**src/rtl/hazard_forward_unit_pkg.sv**
```systemverilog
// Shared pipeline definitions: widths, forward-select codes, stage register layouts.
// Latency: none (types and constants only).
// Backpressure: none; consumers stall through the hazard unit's stall output.
package hazard_forward_unit_pkg;

  localparam int REG_W  = 5;
  localparam int DATA_W = 32;

  // Operand source selects driven toward the EX-stage operand muxes
  localparam logic [1:0] FWD_REG   = 2'b00;
  localparam logic [1:0] FWD_WB    = 2'b01;
  localparam logic [1:0] FWD_EXMEM = 2'b10;

  typedef logic [REG_W-1:0]  reg_num_t;
  typedef logic [DATA_W-1:0] data_t;

  typedef struct packed {
    data_t    alu_result;
    reg_num_t dest;
    logic     reg_write;
    logic     mem_read;
    logic     mem_to_reg;
  } ex_mem_t;

  typedef struct packed {
    data_t    alu_result;
    data_t    read_data;
    reg_num_t dest;
    logic     reg_write;
    logic     mem_to_reg;
  } mem_wb_t;

  // A producer is only relevant if it writes a real register (never $0)
  function automatic logic reg_hit(input reg_num_t src, input reg_num_t dest, input logic wr);
    return wr && (dest != '0) && (dest == src);
  endfunction

endpackage

```
**src/rtl/hazard_forward_unit_forward_compare.sv**
```systemverilog
// Two-level producer match for one source register: near producer wins over far.
// Latency: combinational.
// Backpressure: none.
module forward_compare
  import hazard_forward_unit_pkg::*;
(
  input  logic [REG_W-1:0] src,
  input  logic [REG_W-1:0] near_dest,
  input  logic             near_write,
  input  logic [REG_W-1:0] far_dest,
  input  logic             far_write,
  output logic [1:0]       sel
);

  // Nearest (youngest) producer has priority so the newest value is used
  always_comb begin
    sel = FWD_REG;
    if (reg_hit(src, near_dest, near_write)) begin
      sel = FWD_EXMEM;
    end else if (reg_hit(src, far_dest, far_write)) begin
      sel = FWD_WB;
    end
  end

endmodule

```
**src/rtl/hazard_forward_unit.sv**
```systemverilog
// EX/MEM and MEM/WB pipeline registers with operand forwarding and load-use stall detection.
// Latency: EX inputs reach write-back outputs after 2 clk edges; selects and stall are combinational.
// Backpressure: stall holds PC/IF-ID and requests an ID/EX bubble. Macro FORWARDING_EN enables forwarding;
// without it selects are tied to register file and stall covers every in-flight RAW dependence.
module hazard_forward_unit
  import hazard_forward_unit_pkg::*;
(
  input  logic              clk,
  input  logic              reset,
  input  logic [REG_W-1:0]  id_ex_rs,
  input  logic [REG_W-1:0]  id_ex_rt,
  input  logic [REG_W-1:0]  id_ex_dest,
  input  logic              id_ex_reg_write,
  input  logic              id_ex_mem_read,
  input  logic              id_ex_mem_to_reg,
  input  logic [REG_W-1:0]  if_id_rs,
  input  logic [REG_W-1:0]  if_id_rt,
  input  logic [DATA_W-1:0] alu_result,
  input  logic [DATA_W-1:0] mem_read_data,
  output logic [DATA_W-1:0] ex_mem_alu_result,
  output logic [DATA_W-1:0] mem_wb_write_back_result,
  output logic [REG_W-1:0]  mem_wb_dest,
  output logic              mem_wb_reg_write,
  output logic [1:0]        Forward_A,
  output logic [1:0]        Forward_B,
  output logic              stall,
  output logic [15:0]       stall_count
);

  ex_mem_t    ex_mem;
  mem_wb_t    mem_wb;
  logic [1:0] sel_a;
  logic [1:0] sel_b;

  // Advance EX -> EX/MEM -> MEM/WB every cycle; reset drops everything in flight
  always_ff @(posedge clk or posedge reset) begin
    if (reset) begin
      ex_mem <= '0;
      mem_wb <= '0;
    end else begin
      ex_mem.alu_result <= alu_result;
      ex_mem.dest       <= id_ex_dest;
      ex_mem.reg_write  <= id_ex_reg_write;
      ex_mem.mem_read   <= id_ex_mem_read;
      ex_mem.mem_to_reg <= id_ex_mem_to_reg;
      mem_wb.alu_result <= ex_mem.alu_result;
      mem_wb.read_data  <= mem_read_data;
      mem_wb.dest       <= ex_mem.dest;
      mem_wb.reg_write  <= ex_mem.reg_write;
      mem_wb.mem_to_reg <= ex_mem.mem_to_reg;
    end
  end

  assign ex_mem_alu_result = ex_mem.alu_result;
  assign mem_wb_dest       = mem_wb.dest;
  assign mem_wb_reg_write  = mem_wb.reg_write;

  // Write-back value: load data for loads, ALU result otherwise
  always_comb begin
    mem_wb_write_back_result = mem_wb.alu_result;
    if (mem_wb.mem_to_reg) begin
      mem_wb_write_back_result = mem_wb.read_data;
    end
  end

`ifdef FORWARDING_EN

  // Operand A: EX/MEM (never a load, its data is not ready yet) beats MEM/WB
  forward_compare u_cmp_a (
    .src        (id_ex_rs),
    .near_dest  (ex_mem.dest),
    .near_write (ex_mem.reg_write & ~ex_mem.mem_read),
    .far_dest   (mem_wb.dest),
    .far_write  (mem_wb.reg_write),
    .sel        (sel_a)
  );

  // Operand B: same priority rule on rt
  forward_compare u_cmp_b (
    .src        (id_ex_rt),
    .near_dest  (ex_mem.dest),
    .near_write (ex_mem.reg_write & ~ex_mem.mem_read),
    .far_dest   (mem_wb.dest),
    .far_write  (mem_wb.reg_write),
    .sel        (sel_b)
  );

  assign Forward_A = sel_a;
  assign Forward_B = sel_b;

  // Only a load in EX feeding the instruction in ID cannot be forwarded in time
  always_comb begin
    stall = 1'b0;
    if (id_ex_mem_read &&
        (reg_hit(if_id_rs, id_ex_dest, 1'b1) || reg_hit(if_id_rt, id_ex_dest, 1'b1))) begin
      stall = 1'b1;
    end
  end

`else

  // Without forwarding the comparators look one stage earlier: ID sources
  // against EX and EX/MEM producers. MEM/WB needs no check because the
  // register file writes before it is read.
  forward_compare u_cmp_a (
    .src        (if_id_rs),
    .near_dest  (id_ex_dest),
    .near_write (id_ex_reg_write),
    .far_dest   (ex_mem.dest),
    .far_write  (ex_mem.reg_write),
    .sel        (sel_a)
  );

  forward_compare u_cmp_b (
    .src        (if_id_rt),
    .near_dest  (id_ex_dest),
    .near_write (id_ex_reg_write),
    .far_dest   (ex_mem.dest),
    .far_write  (ex_mem.reg_write),
    .sel        (sel_b)
  );

  assign Forward_A = FWD_REG;
  assign Forward_B = FWD_REG;

  // Any in-flight producer of an ID source holds the pipe until it reaches write-back
  always_comb begin
    stall = (sel_a != FWD_REG) || (sel_b != FWD_REG);
  end

  // EX source numbers and the load flag only steer forwarding, which is absent here
  logic unused_nofwd;
  assign unused_nofwd = ^{id_ex_rs, id_ex_rt, ex_mem.mem_read};

`endif

  // Saturating count of stalled cycles
  always_ff @(posedge clk or posedge reset) begin
    if (reset) begin
      stall_count <= 16'd0;
    end else if (stall && (stall_count != 16'hFFFF)) begin
      stall_count <= stall_count + 16'd1;
    end
  end

endmodule

```
**config.mk**
```make
export PLATFORM = sky130hd
export DESIGN_NAME = hazard_forward_unit
export DESIGN_NICKNAME = d
export VERILOG_FILES = /design/src/rtl/hazard_forward_unit_pkg.sv /design/src/rtl/hazard_forward_unit_forward_compare.sv /design/src/rtl/hazard_forward_unit.sv
export SDC_FILE = /design/constraint.sdc
export NUM_CORES = 1
export LEC_CHECK = 0
export ABC_CLOCK_PERIOD_IN_PS = 4350
export CAP_MARGIN = 20
export CORE_MARGIN = 5
export CORE_UTILIZATION = 30
export CTS_BUF_LIST = sky130_fd_sc_hd__clkbuf_4 sky130_fd_sc_hd__clkbuf_8
export DETAILED_ROUTE_END_ITERATION = 6
export PLACE_DENSITY = 0.6
export SYNTH_ARGS = -nofsm -noshare
export SYNTH_HDL_FRONTEND = slang
export SYNTH_SLANG_ARGS = --single-unit
```
**constraint.sdc**
```tcl
create_clock -name clk -period 4.35 [get_ports clk]
set_input_delay 1.305 -clock clk [delete_from_list [all_inputs] [get_ports clk]]
set_output_delay 1.305 -clock clk [all_outputs]
set_load 0.01 [all_outputs]
```
==> results.py <==
metrics = {
    "run_status": {
        "outcome": "complete, no violations",
    },
    "timing": {
        "fin_setup_tns_ps": 0,
        "hold_slack_ps": 368.8,
        "hold_viol_final": 0,
        "period_minus_slack_ps": 4237,
        "fmax_mhz": 236.0,
        "skew_ps": 9.778,
        "worst_slew_pin_slew_ps": 740.2,
        "slew_headroom_pct": 50.65,
        "slew_viol_final": 0,
        "rsz0062_at_grt": "false",
        "setup_viol": 0,
        "period_share_pct": 97.40,
    },
    "yosys": {
        "yosysMostFrequentCell": "dfrtp_1",
        "ys_types": 35,
        "yosys-top-cells-area": "dfrtp_1, mux2_2, buf_4, xor2_1, xnor2_1",
        "syn-cell-area_sq_um": 4612,
        "synth_edf_count": 0,
        "synth_top_cell_area_share_pct": 68.37,
        "synth.largest_area_cell": "dfrtp_1",
        "ys.warnings.count": 0,
        "syn_area_per_cell_sq_um": 15.37,
        "ys_top_cells_by_count": "dfrtp_1, buf_4, mux2_2, xor2_1, xnor2_1",
        "synthFlopType": "dfrtp_1",
        "synth_cells": 300,
        "ys_seq_area_share_pct": 68.37,
        "async_flop_share_pct": 100.0,
        "ys_seq_elements": 126,
    },
    "worst_hold_path": {
        "hold_class": "flop to flop",
    },
    "cells_and_area": {
        "regArea_sq_um": 3153,
        "final_util_pct": 43.80,
        "nNetsFinal": 547,
        "syn_to_final_growth_pct": 43.84,
        "multi_input_area_sq_um": 1110,
        "design_area_sq_um": 6634,
        "drive_gt1_share_pct": 20.43,
        "antenna-diode-count": 0,
        "fill_cells": 1399,
    },
    "floorplan": {
        "die_h_um": 134.0,
        "rows": 45,
        "start_util_pct": 30.45,
        "core_sq_um": 15150,
        "ioPinCount": 185,
        "die_w_um": 134.0,
        "dieArea_sq_um": 17950,
    },
    "cts": {
        "cts_htree_levels": 4,
        "clk_latency_ps": 420,
        "post_cts_resize_count": 1,
        "clockBufferDepth": 2,
        "cts_tree": "yes",
        "ctsRootBufferMaster": "clkbuf_8",
        "postCtsHoldBufs": 0,
        "cts_setup_buffers": 0,
        "cts_sinks": 126,
        "path_clk_slew_ps": 70,
        "cts_made_buffers": 17,
    },
    "place": {
        "io_buffers": 169,
        "hpwlAfterDp_um": 7921,
        "gp_congestion": 0.8205,
        "post_dp_cell_area_sq_um": 6269,
    },
    "power": {
        "ir_drop_mv": 0.3164,
        "leakage_uw": 0.002793,
        "p_per_area_nw_per_um2": 386.5,
    },
    "routing": {
        "drt_iter0_markers": 64,
        "routedWlPerCell_um": 16.14,
        "vias": 2752,
        "remaining_drc_errors": 0,
        "drt-total-wl_um": 10540,
        "firstDrtPassIters": 4,
        "vias_per_cell": 4.214,
        "detail-route-antenna-nets": 0,
    },
    "global_route": {
        "gr-total-overflow": 0,
        "grt_max_degree": 39,
        "use_met2_pct": 19.82,
        "grt_usage_pct": 12.08,
        "grt_first_pass_wirelength_um": 16500,
        "grt_pass1_vias": 3047,
        "grtUsageMet1_pct": 14.07,
        "antenna_found_initial": 0,
        "grt_util_met3_pct": 5.401,
        "top_usage_layer": "met2",
    },
    "setup_path": {
        "worstPathRequired_ps": 3040,
        "crit_fanout": 4,
        "arrival_ps": 2930,
        "cp-start-kind": "input port",
        "crit_type": "input port to primary output",
        "endpoint_kind": "primary output",
    },
    "flow_run": {
        "cap_violations": 0,
    },
}
==> layout by cell type, fill, tap and decap left out, types with 2 or more instances in the layout <==
cell             synthesis  routed
a21oi_1                  3       3
and3_1                   9       9
buf_4                   41       8
clkbuf_4                 0       2
clkbuf_8                 0      17
clkdlybuf4s50_1          0     168
clkinv_2                 0       3
clkinv_4                 0       2
clkinvlp_4               0       6
conb_1                   1       4
dfrtp_1                126     126
inv_1                    4       3
inv_6                    0       2
mux2_2                  32      32
nand2_1                  5       5
nand3_1                  3       3
nand3_2                  7       7
nand4_1                  3       3
nor2_1                   8       8
nor3_1                   2       2
nor3_2                   2       2
or4_4                    2       2
xnor2_1                 11      11
xor2_1                  20      20
==> layout make-up <==
| type | instances | share of cell area (%) |
|---|---|---|
| clock buffer | 19 | 3.753 |
| timing repair buffer | 177 | 26.39 |
| tap | 188 | 3.546 |
| sequential | 126 | 47.53 |
| inverter | 4 | 0.2829 |
| clock inverter | 13 | 1.773 |
| multi-input combinational | 126 | 16.73 |
==> per-layer routing <==
metal | up-vias | part of all wire [%] | routed length (um)
met3 | 11 | 8.5 | 899
met4 | 0 | 1.2 | 127
met1 | 1350 | 42 | 4454
met5 | - | 0 | 0
met2 | 130 | 48 | 5058
li1 | 1261 | - | -
==> critical path: stages <==
cell and delay, ps:
clkdlybuf4s50_1 490, or4_4 570, o21ai_2 170, o22ai_4 100, dlygate4sd2_1 300
==> cell families (layout without fill, tap and decap cells) <==
kind of cell | after synthesis | count (layout) | synth area share (%)
other | 1 | 4 | 0.08131
buffers and inverters | 51 | 213 | 7.813
flip-flops | 126 | 126 | 68.37
XOR/XNOR | 32 | 32 | 6.240
AO/OA/AOI/OAI | 8 | 8 | 1.736
adder cells (fa/ha/maj) | 1 | 1 | 0.2713
AND/OR/NAND/NOR | 46 | 46 | 6.891
multiplexers | 35 | 35 | 8.600
==> report_power, final <==
group | switching [uW] | internal (uW)
Combinational | 133 | 215
Clock | 466 | 465
Sequential | 45.9 | 1240
Total | 645 | 1920
==> worst paths after layout <==
kind	depth (start not counted)	startpoint	end	slack [ps]
worst min register to register	0	ex_mem_alu_result[12]	mem_wb[51]	370
max in group asynchronous	3	reset	stall_count[7]	2250
worst max register to register	6	stall_count[0]	stall_count[1]	2260
worst min-delay path	0	ex_mem_alu_result[12]	mem_wb[51]	370
min in group asynchronous	2	reset	mem_wb[65]	1250
worst max-delay path	5	id_ex_dest[0]	stall	110
==> stage by stage <==
step	total power [uW]	worst slack, ps	std cells
after floorplan	1452	777.2	303
after global placement	1655	-96.66	621
after detailed placement	1664	-95.64	621
after CTS	2623	98.46	653
after global routing	2703	41.70	653
final	2564	113.3	653
==> state kept, by name, indices dropped and copies added (netlist names) <==
name	flops
mem_wb_dest	5
mem_wb	65
stall_count	16
ex_mem_alu_result	32
mem_wb_reg_write	1
ex_mem	7
(Power assumes the default switching activity.)
